$ cat src/rtl/uart_pkg.sv
`default_nettype none
// ============================================================================
//  Module      : uart_pkg
//  Description : Shared types and constants for the configurable UART
//                transmitter (FSM encoding, parity codes, length limits).
//  Revision    : 1.0 - initial release
// ============================================================================
package uart_pkg;

  // Transmitter FSM states, explicitly encoded so the state register
  // stays 3 bits wide and its values are stable for debug.
  typedef enum logic [2:0] {
    ST_IDLE   = 3'd0,
    ST_START  = 3'd1,
    ST_DATA   = 3'd2,
    ST_PARITY = 3'd3,
    ST_STOP   = 3'd4
  } state_t;

  // Parity selector codes; 2'b11 is treated as none.
  localparam logic [1:0] PAR_NONE = 2'b00;
  localparam logic [1:0] PAR_ODD  = 2'b01;
  localparam logic [1:0] PAR_EVEN = 2'b10;

  // Shortest supported data field.
  localparam int MIN_DATA_LEN = 5;

endpackage
`default_nettype wire

$ cat src/rtl/uart_fifo.sv
`default_nettype none
// ============================================================================
//  Module      : uart_fifo
//  Description : Synchronous TX FIFO with first-word-fall-through read data,
//                occupancy level and a registered overflow pulse.
//  Revision    : 1.0 - initial release
// ============================================================================
module uart_fifo
  import uart_pkg::*;
#(
  parameter int WIDTH = 8,
  parameter int DEPTH = 16
) (
  input  logic                     clk_i,
  input  logic                     rst_i,
  input  logic                     wr_en_i,
  input  logic [WIDTH-1:0]         din_i,
  input  logic                     rd_en_i,
  output logic [WIDTH-1:0]         dout_o,
  output logic                     full_o,
  output logic                     empty_o,
  output logic [$clog2(DEPTH):0]   level_o,
  output logic                     overflow_o
);

  localparam int AW = $clog2(DEPTH);
  localparam logic [AW:0] c_depth = (AW + 1)'(DEPTH);

  logic [WIDTH-1:0] r_mem [DEPTH];
  logic [AW-1:0]    r_wr_ptr;
  logic [AW-1:0]    r_rd_ptr;
  logic [AW:0]      r_count;
  logic             r_overflow;

  logic             w_full;
  logic             w_empty;
  logic             w_do_wr;
  logic             w_do_rd;

  // A write while full is dropped even if a pop frees a slot this cycle.
  assign w_full  = (r_count == c_depth);
  assign w_empty = (r_count == '0);
  assign w_do_wr = wr_en_i && !w_full;
  assign w_do_rd = rd_en_i && !w_empty;

  // Storage array; no reset needed since the pointers define validity.
  always_ff @(posedge clk_i) begin
    if (w_do_wr) begin
      r_mem[r_wr_ptr] <= din_i;
    end
  end

  // Pointers, occupancy count and overflow pulse.
  always_ff @(posedge clk_i or posedge rst_i) begin
    if (rst_i) begin
      r_wr_ptr   <= '0;
      r_rd_ptr   <= '0;
      r_count    <= '0;
      r_overflow <= 1'b0;
    end else begin
      r_overflow <= wr_en_i && w_full;
      if (w_do_wr) begin
        r_wr_ptr <= r_wr_ptr + 1'b1;
      end
      if (w_do_rd) begin
        r_rd_ptr <= r_rd_ptr + 1'b1;
      end
      case ({w_do_wr, w_do_rd})
        2'b10:   r_count <= r_count + 1'b1;
        2'b01:   r_count <= r_count - 1'b1;
        default: r_count <= r_count;
      endcase
    end
  end

  assign dout_o     = r_mem[r_rd_ptr];
  assign full_o     = w_full;
  assign empty_o    = w_empty;
  assign level_o    = r_count;
  assign overflow_o = r_overflow;

endmodule
`default_nettype wire

$ cat src/rtl/uart_tx_cfg.sv
`default_nettype none
// ============================================================================
//  Module      : uart_tx_cfg
//  Description : Configurable UART transmitter: 5..DATA_WIDTH data bits,
//                none/odd/even parity, 1 or 2 stop bits, break generator,
//                TX FIFO with level and overflow reporting, registered line.
//  Revision    : 1.0 - initial release
// ============================================================================
module uart_tx_cfg
  import uart_pkg::*;
#(
  parameter int DATA_WIDTH = 8,
  parameter int FIFO_DEPTH = 16,
  parameter int DIV_WIDTH  = 16
) (
  input  logic                          clk_i,
  input  logic                          rst_i,
  input  logic [DIV_WIDTH-1:0]          baud_div_i,
  input  logic [3:0]                    data_len_i,
  input  logic [1:0]                    parity_i,
  input  logic                          stop2_i,
  input  logic                          tx_en_i,
  input  logic                          break_i,
  input  logic                          wr_en_i,
  input  logic [DATA_WIDTH-1:0]         din_i,
  output logic                          full_o,
  output logic                          empty_o,
  output logic [$clog2(FIFO_DEPTH):0]   level_o,
  output logic                          overflow_o,
  output logic                          busy_o,
  output logic                          done_o,
  output logic                          tx_o
);

  localparam logic [3:0]           c_min_len = 4'(MIN_DATA_LEN);
  localparam logic [3:0]           c_max_len = 4'(DATA_WIDTH);
  localparam logic [DIV_WIDTH-1:0] c_div_one = DIV_WIDTH'(1);

  // FSM and output registers
  state_t                r_state;
  logic [DIV_WIDTH-1:0]  r_baud_cnt;
  logic [3:0]            r_bit_cnt;
  logic                  r_stop_cnt;
  logic                  r_tx;
  logic                  r_done;

  // Per-frame configuration, captured when a word is popped
  logic [DATA_WIDTH-1:0] r_word;
  logic [DIV_WIDTH-1:0]  r_div;
  logic [3:0]            r_len;
  logic [1:0]            r_par;
  logic                  r_stop2;

  logic [DATA_WIDTH-1:0] w_fifo_dout;
  logic                  w_empty;
  logic                  w_pop;
  logic [DIV_WIDTH-1:0]  w_div;
  logic [3:0]            w_len;
  logic [1:0]            w_par;
  logic                  w_bit_end;
  logic                  w_last_data;
  logic                  w_last_stop;
  logic                  w_can_start;
  logic [3:0]            w_bit_nxt;
  logic [DATA_WIDTH-1:0] w_word_sh;
  logic [DATA_WIDTH-1:0] w_mask;
  logic                  w_xor;
  logic                  w_par_bit;

  uart_fifo #(
    .WIDTH (DATA_WIDTH),
    .DEPTH (FIFO_DEPTH)
  ) u_fifo (
    .clk_i      (clk_i),
    .rst_i      (rst_i),
    .wr_en_i    (wr_en_i),
    .din_i      (din_i),
    .rd_en_i    (w_pop),
    .dout_o     (w_fifo_dout),
    .full_o     (full_o),
    .empty_o    (w_empty),
    .level_o    (level_o),
    .overflow_o (overflow_o)
  );

  // Sanitised configuration: divisor 0 acts as 1, length clamped, 2'b11 = none.
  assign w_div = (baud_div_i == '0) ? c_div_one : baud_div_i;
  assign w_len = (data_len_i < c_min_len) ? c_min_len :
                 (data_len_i > c_max_len) ? c_max_len : data_len_i;
  assign w_par = ((parity_i == PAR_ODD) || (parity_i == PAR_EVEN)) ? parity_i : PAR_NONE;

  // Bit timing and frame position decodes.
  assign w_bit_end   = (r_baud_cnt == (r_div - c_div_one));
  assign w_last_data = (r_bit_cnt == (r_len - 4'd1));
  assign w_last_stop = w_bit_end && (!r_stop2 || r_stop_cnt);
  assign w_can_start = tx_en_i && !w_empty;
  assign w_pop       = w_can_start &&
                       ((r_state == ST_IDLE) || ((r_state == ST_STOP) && w_last_stop));

  // Next data bit via shift so the index width never exceeds the word.
  assign w_bit_nxt = r_bit_cnt + 4'd1;
  assign w_word_sh = r_word >> w_bit_nxt;

  // Parity covers only the active data bits of the frame.
  assign w_mask    = ~({DATA_WIDTH{1'b1}} << r_len);
  assign w_xor     = ^(r_word & w_mask);
  assign w_par_bit = (r_par == PAR_ODD) ? ~w_xor : w_xor;

  // Capture the word and its configuration whenever a frame is launched.
  always_ff @(posedge clk_i or posedge rst_i) begin
    if (rst_i) begin
      r_word  <= '0;
      r_div   <= c_div_one;
      r_len   <= c_min_len;
      r_par   <= PAR_NONE;
      r_stop2 <= 1'b0;
    end else if (w_pop) begin
      r_word  <= w_fifo_dout;
      r_div   <= w_div;
      r_len   <= w_len;
      r_par   <= w_par;
      r_stop2 <= stop2_i;
    end
  end

  // Frame sequencer: baud counter, bit/stop counters and the registered line.
  always_ff @(posedge clk_i or posedge rst_i) begin
    if (rst_i) begin
      r_state    <= ST_IDLE;
      r_baud_cnt <= '0;
      r_bit_cnt  <= '0;
      r_stop_cnt <= 1'b0;
      r_tx       <= 1'b1;
      r_done     <= 1'b0;
    end else begin
      r_done <= 1'b0;
      if (r_state != ST_IDLE) begin
        r_baud_cnt <= w_bit_end ? '0 : (r_baud_cnt + c_div_one);
      end
      case (r_state)
        ST_IDLE: begin
          r_tx <= ~break_i;
          if (w_can_start) begin
            r_state    <= ST_START;
            r_tx       <= 1'b0;
            r_baud_cnt <= '0;
          end
        end
        ST_START: begin
          if (w_bit_end) begin
            r_state   <= ST_DATA;
            r_bit_cnt <= '0;
            r_tx      <= r_word[0];
          end
        end
        ST_DATA: begin
          if (w_bit_end) begin
            if (!w_last_data) begin
              r_bit_cnt <= w_bit_nxt;
              r_tx      <= w_word_sh[0];
            end else if (r_par != PAR_NONE) begin
              r_state <= ST_PARITY;
              r_tx    <= w_par_bit;
            end else begin
              r_state    <= ST_STOP;
              r_stop_cnt <= 1'b0;
              r_tx       <= 1'b1;
            end
          end
        end
        ST_PARITY: begin
          if (w_bit_end) begin
            r_state    <= ST_STOP;
            r_stop_cnt <= 1'b0;
            r_tx       <= 1'b1;
          end
        end
        ST_STOP: begin
          if (w_last_stop) begin
            r_done <= 1'b1;
            if (w_can_start) begin
              r_state <= ST_START;
              r_tx    <= 1'b0;
            end else begin
              r_state <= ST_IDLE;
              r_tx    <= 1'b1;
            end
          end else if (w_bit_end) begin
            r_stop_cnt <= 1'b1;
          end
        end
        default: begin
          r_state <= ST_IDLE;
          r_tx    <= 1'b1;
        end
      endcase
    end
  end

  assign empty_o = w_empty;
  assign busy_o  = (r_state != ST_IDLE);
  assign done_o  = r_done;
  assign tx_o    = r_tx;

endmodule
`default_nettype wire

$ cat config.mk
export PLATFORM = sky130hd
export DESIGN_NAME = uart_tx_cfg
export DESIGN_NICKNAME = d
export VERILOG_FILES = /design/src/rtl/uart_pkg.sv /design/src/rtl/uart_fifo.sv /design/src/rtl/uart_tx_cfg.sv
export SDC_FILE = /design/constraint.sdc
export NUM_CORES = 1
export LEC_CHECK = 0
export CAP_MARGIN = 0
export CORE_ASPECT_RATIO = 1.75
export CORE_MARGIN = 2
export CORE_UTILIZATION = 50
export CTS_BUF_LIST = sky130_fd_sc_hd__clkbuf_4
export DETAILED_ROUTE_END_ITERATION = 10
export GPL_ROUTABILITY_DRIVEN = 0
export PLACE_DENSITY_LB_ADDON = 0.15
export SYNTH_ARGS = -nofsm -noshare
export SYNTH_HDL_FRONTEND = slang
export SYNTH_SLANG_ARGS = --single-unit
$ cat constraint.sdc
create_clock -name clk_i -period 4.5 [get_ports clk_i]
set_input_delay 1.125 -clock clk_i [delete_from_list [all_inputs] [get_ports clk_i]]
set_output_delay 1.125 -clock clk_i [all_outputs]
set_load 0.01 [all_outputs]
==> metrics.cfg <==
[status]
outcome = completed

[sta]
final.setup.tns_ns = 0
rsz0062_at_grt = false
min_period_over_period_pct = 95.37
min_period_ns = 4.291
hold_viol_final = 0
setup_viol_count_final = 0
finalClockSkew_ns = 0.02351
clock.fmax_mhz = 233.0
slew_headroom_pct = 37.54
maxSlewViolCount = 0
fin_ws_ns = 0.2086
worstMarginPinSlew_ns = 0.9369

[clock_tree]
htree_num_levels = 4
cts_buffers = 17
holdBufCountCts = 0
clockRootBuffer = clkbuf_4
cts_tree = built
cts_sinks = 199
clk_latency_ns = 0.58
path_clk_slew_ns = 0.18
cts.path.max_buffers = 2

[route]
drt_wl_total_um = 21590
drt-wirelength-per-cell_um = 21.68
drc = 0
via_count = 5984
antenna_left = 0
dr.pass1.iters = 5
via_per_inst = 6.008
drt_iter0_markers = 354

[global_route]
grt_max_degree = 72
overflow = 0
track_usage_pct = 22.49
antenna_found_initial = 1
grt_pass1_wl_um = 33910
grt_pass1_vias = 6183

[floorplanning]
die_area_sq_um = 20240
io_pins = 47
rows = 66
coreArea_sq_um = 18660
fp.dieH_um = 186.7
die_w_um = 108.4
start_util_pct = 51.10

[logic_synthesis]
netlist.area_leader.share_pct = 40.30
async_flop_share_pct = 35.68
synth_cells = 703
ys.warnings.count = 0
synth_area_leaders = edfxtp_1, dfrtp_1, mux4_2, mux2i_1, xnor2_1
ys_types = 72
synth_top_area_cell = edfxtp_1
post_synth.cell_area_avg_sq_um = 13.57
yosys-top-cells-count = edfxtp_1, dfrtp_1, inv_1, nor2_1
synth_seq_cells = 199
syn_nets = 756
ys_seq_area_share_pct = 58.99
synth_edf_count = 128
yosysMostFrequentCell = edfxtp_1
synth_flop_cell = edfxtp_1
syn_area_sq_um = 9537

[setup_path]
path_max_fanout = 8
crit_path_frequent_cell = inv_1
cp-start-kind = register
rrSetupSlack_ns = 0.21
cpPeakStageDelay_ns = 0.53
r2r_cells = 16
startpoint = r_div[3]
worstPathRequired_ns = 4.96
end_kind = register
cp_data_arrival_time_ns = 4.75
crit_chain = nor4_4, a31oi_1, or4_1, o311a_1, or3_1, nand4bb_4, a21oi_4, ha_1, inv_1, fa_1, inv_1, a21o_1, a21oi_1, xnor2_1, nor2_1, xor2_1
r2r-start = r_div[3]
cpMaxStageDelayCell = or4_1
worstSetupPathType = reg2reg
cp-endpoint = u_fifo.level_o[4]
r2r-end = u_fifo.level_o[4]

[layout]
drive_gt1_share_pct = 15.06
nNetsFinal = 797
syn2layout_area_growth_pct = 9.998

[run]
drv_cap = 0

[power_and_ir_drop]
ir_worst_vdd_v = 0.0003020
p_leak_nw = 3.844
power_density_nw_per_um2 = 588.4

[place]
port_buffers = 46
dpl.hpwl_um = 15360
post-place-ws_ns = 0.2591

[worst_hold_path]
hp-class = reg2reg
holdPathStages = 1

==> critical path, delay by kind of cell, from the launching register on <==
family / cells / cell delay, ns
simple gates: 5 / 1.72
buf+inv: 2 / 0.20
xor+xnor: 2 / 0.34
compound gates: 5 / 0.71
flops: 1 / 0.52
fa+ha+maj: 2 / 0.68
==> worst min-delay path by stage <==
stage,to,slack (ns),from
final,r_stop2,0.54,r_stop2
after detailed placement,r_stop_cnt,0.50,r_stop_cnt
after global placement,r_stop_cnt,0.49,r_stop_cnt
after CTS,r_stop_cnt,0.54,r_stop_cnt
after global routing,r_stop2,0.55,r_stop2
after floorplan,r_stop_cnt,0.47,r_stop_cnt
==> cells by family after synthesis <==
kind of cell	Yosys count	share of synthesized area [%]
AO/OA/AOI/OAI	124	8.974
XOR/XNOR	42	3.936
adder cells (fa/ha/maj)	17	2.309
buffers and inverters	76	3.569
flip-flops	199	58.99
multiplexers	79	12.67
AND/OR/NAND/NOR	166	9.551
==> placed cells by master, fill, tap and decap left out, types with 9 or more instances in the layout <==
| cell type | n |
|---|---|
| edfxtp_1 | 128 |
| dfrtp_1 | 66 |
| clkdlybuf4s50_1 | 46 |
| nor2_1 | 36 |
| inv_1 | 36 |
| xnor2_1 | 30 |
| mux2i_1 | 30 |
| nand2_1 | 28 |
| a21oi_1 | 26 |
| mux4_2 | 26 |
| o21ai_0 | 22 |
| clkbuf_4 | 18 |
| mux2_4 | 17 |
| nand3_1 | 16 |
| nor3_1 | 16 |
| ha_1 | 15 |
| buf_4 | 14 |
| nand2b_1 | 13 |
| a31oi_1 | 13 |
| a21o_1 | 12 |
| xor2_1 | 11 |
| nor4_1 | 10 |
| and3_1 | 9 |
==> flip-flops by register name (all words and copies together), names as in the netlist <==
register           flops
u_fifo.r_rd_ptr        4
r_bit_cnt              4
r_len                  4
u_fifo.level_o         5
u_fifo.overflow_o      1
r_stop_cnt             1
r_stop2                1
u_fifo.r_wr_ptr        4
r_state                3
u_fifo.r_mem         128
r_div                 16
tx_o                   1
r_word                 8
r_par                  2
done_o                 1
r_baud_cnt            16
==> cell type report <==
cell class,instances,area (sq um)
clock buffer,18,135.1
timing repair buffer,60,565.5
sequential,199,5627
antenna,1,2.502
fill,1550,8173
clock inverter,14,133.9
tap,238,297.8
multi-input combinational,428,3586
inverter,38,142.6
==> per-stage QoR <==
stage,area [sq um],utilization (%),power (mW),cells,hold WS (ns)
floorplan,9537,-,4.545,703,0.4668
global placement,10200,54.67,5.213,962,0.4907
detailed placement,10200,54.67,5.287,962,0.5025
CTS,10470,56.11,6.190,994,0.5395
global route,10490,56.21,6.547,996,0.5542
finish,10490,56.21,6.172,996,0.5359
==> routing by layer <==
layer,vias to the layer above,global-route usage [%],share of wire [%]
li1,2757,-,-
met4,0,9.763,3.5
met2,164,41.92,57
met5,-,0,0
met3,39,3.633,3.4
met1,3024,24.35,36
==> what timing repair did <==
item / 4_1_cts / 5_1_grt
setup buffers: 0 / 1
setup endpoints to repair: 0 / 1
gates resized for setup: 0 / 2
==> power breakdown <==
group          leakage [nW]  internal (mW)  switching, mW  total (mW)
clock network         0.146          0.252          0.657       0.908
registers              2.02           2.34          0.472        2.82
logic                  1.68           1.16           1.29        2.45
total                  3.84           3.75           2.42        6.17
Power figures use the tool's default switching activity.
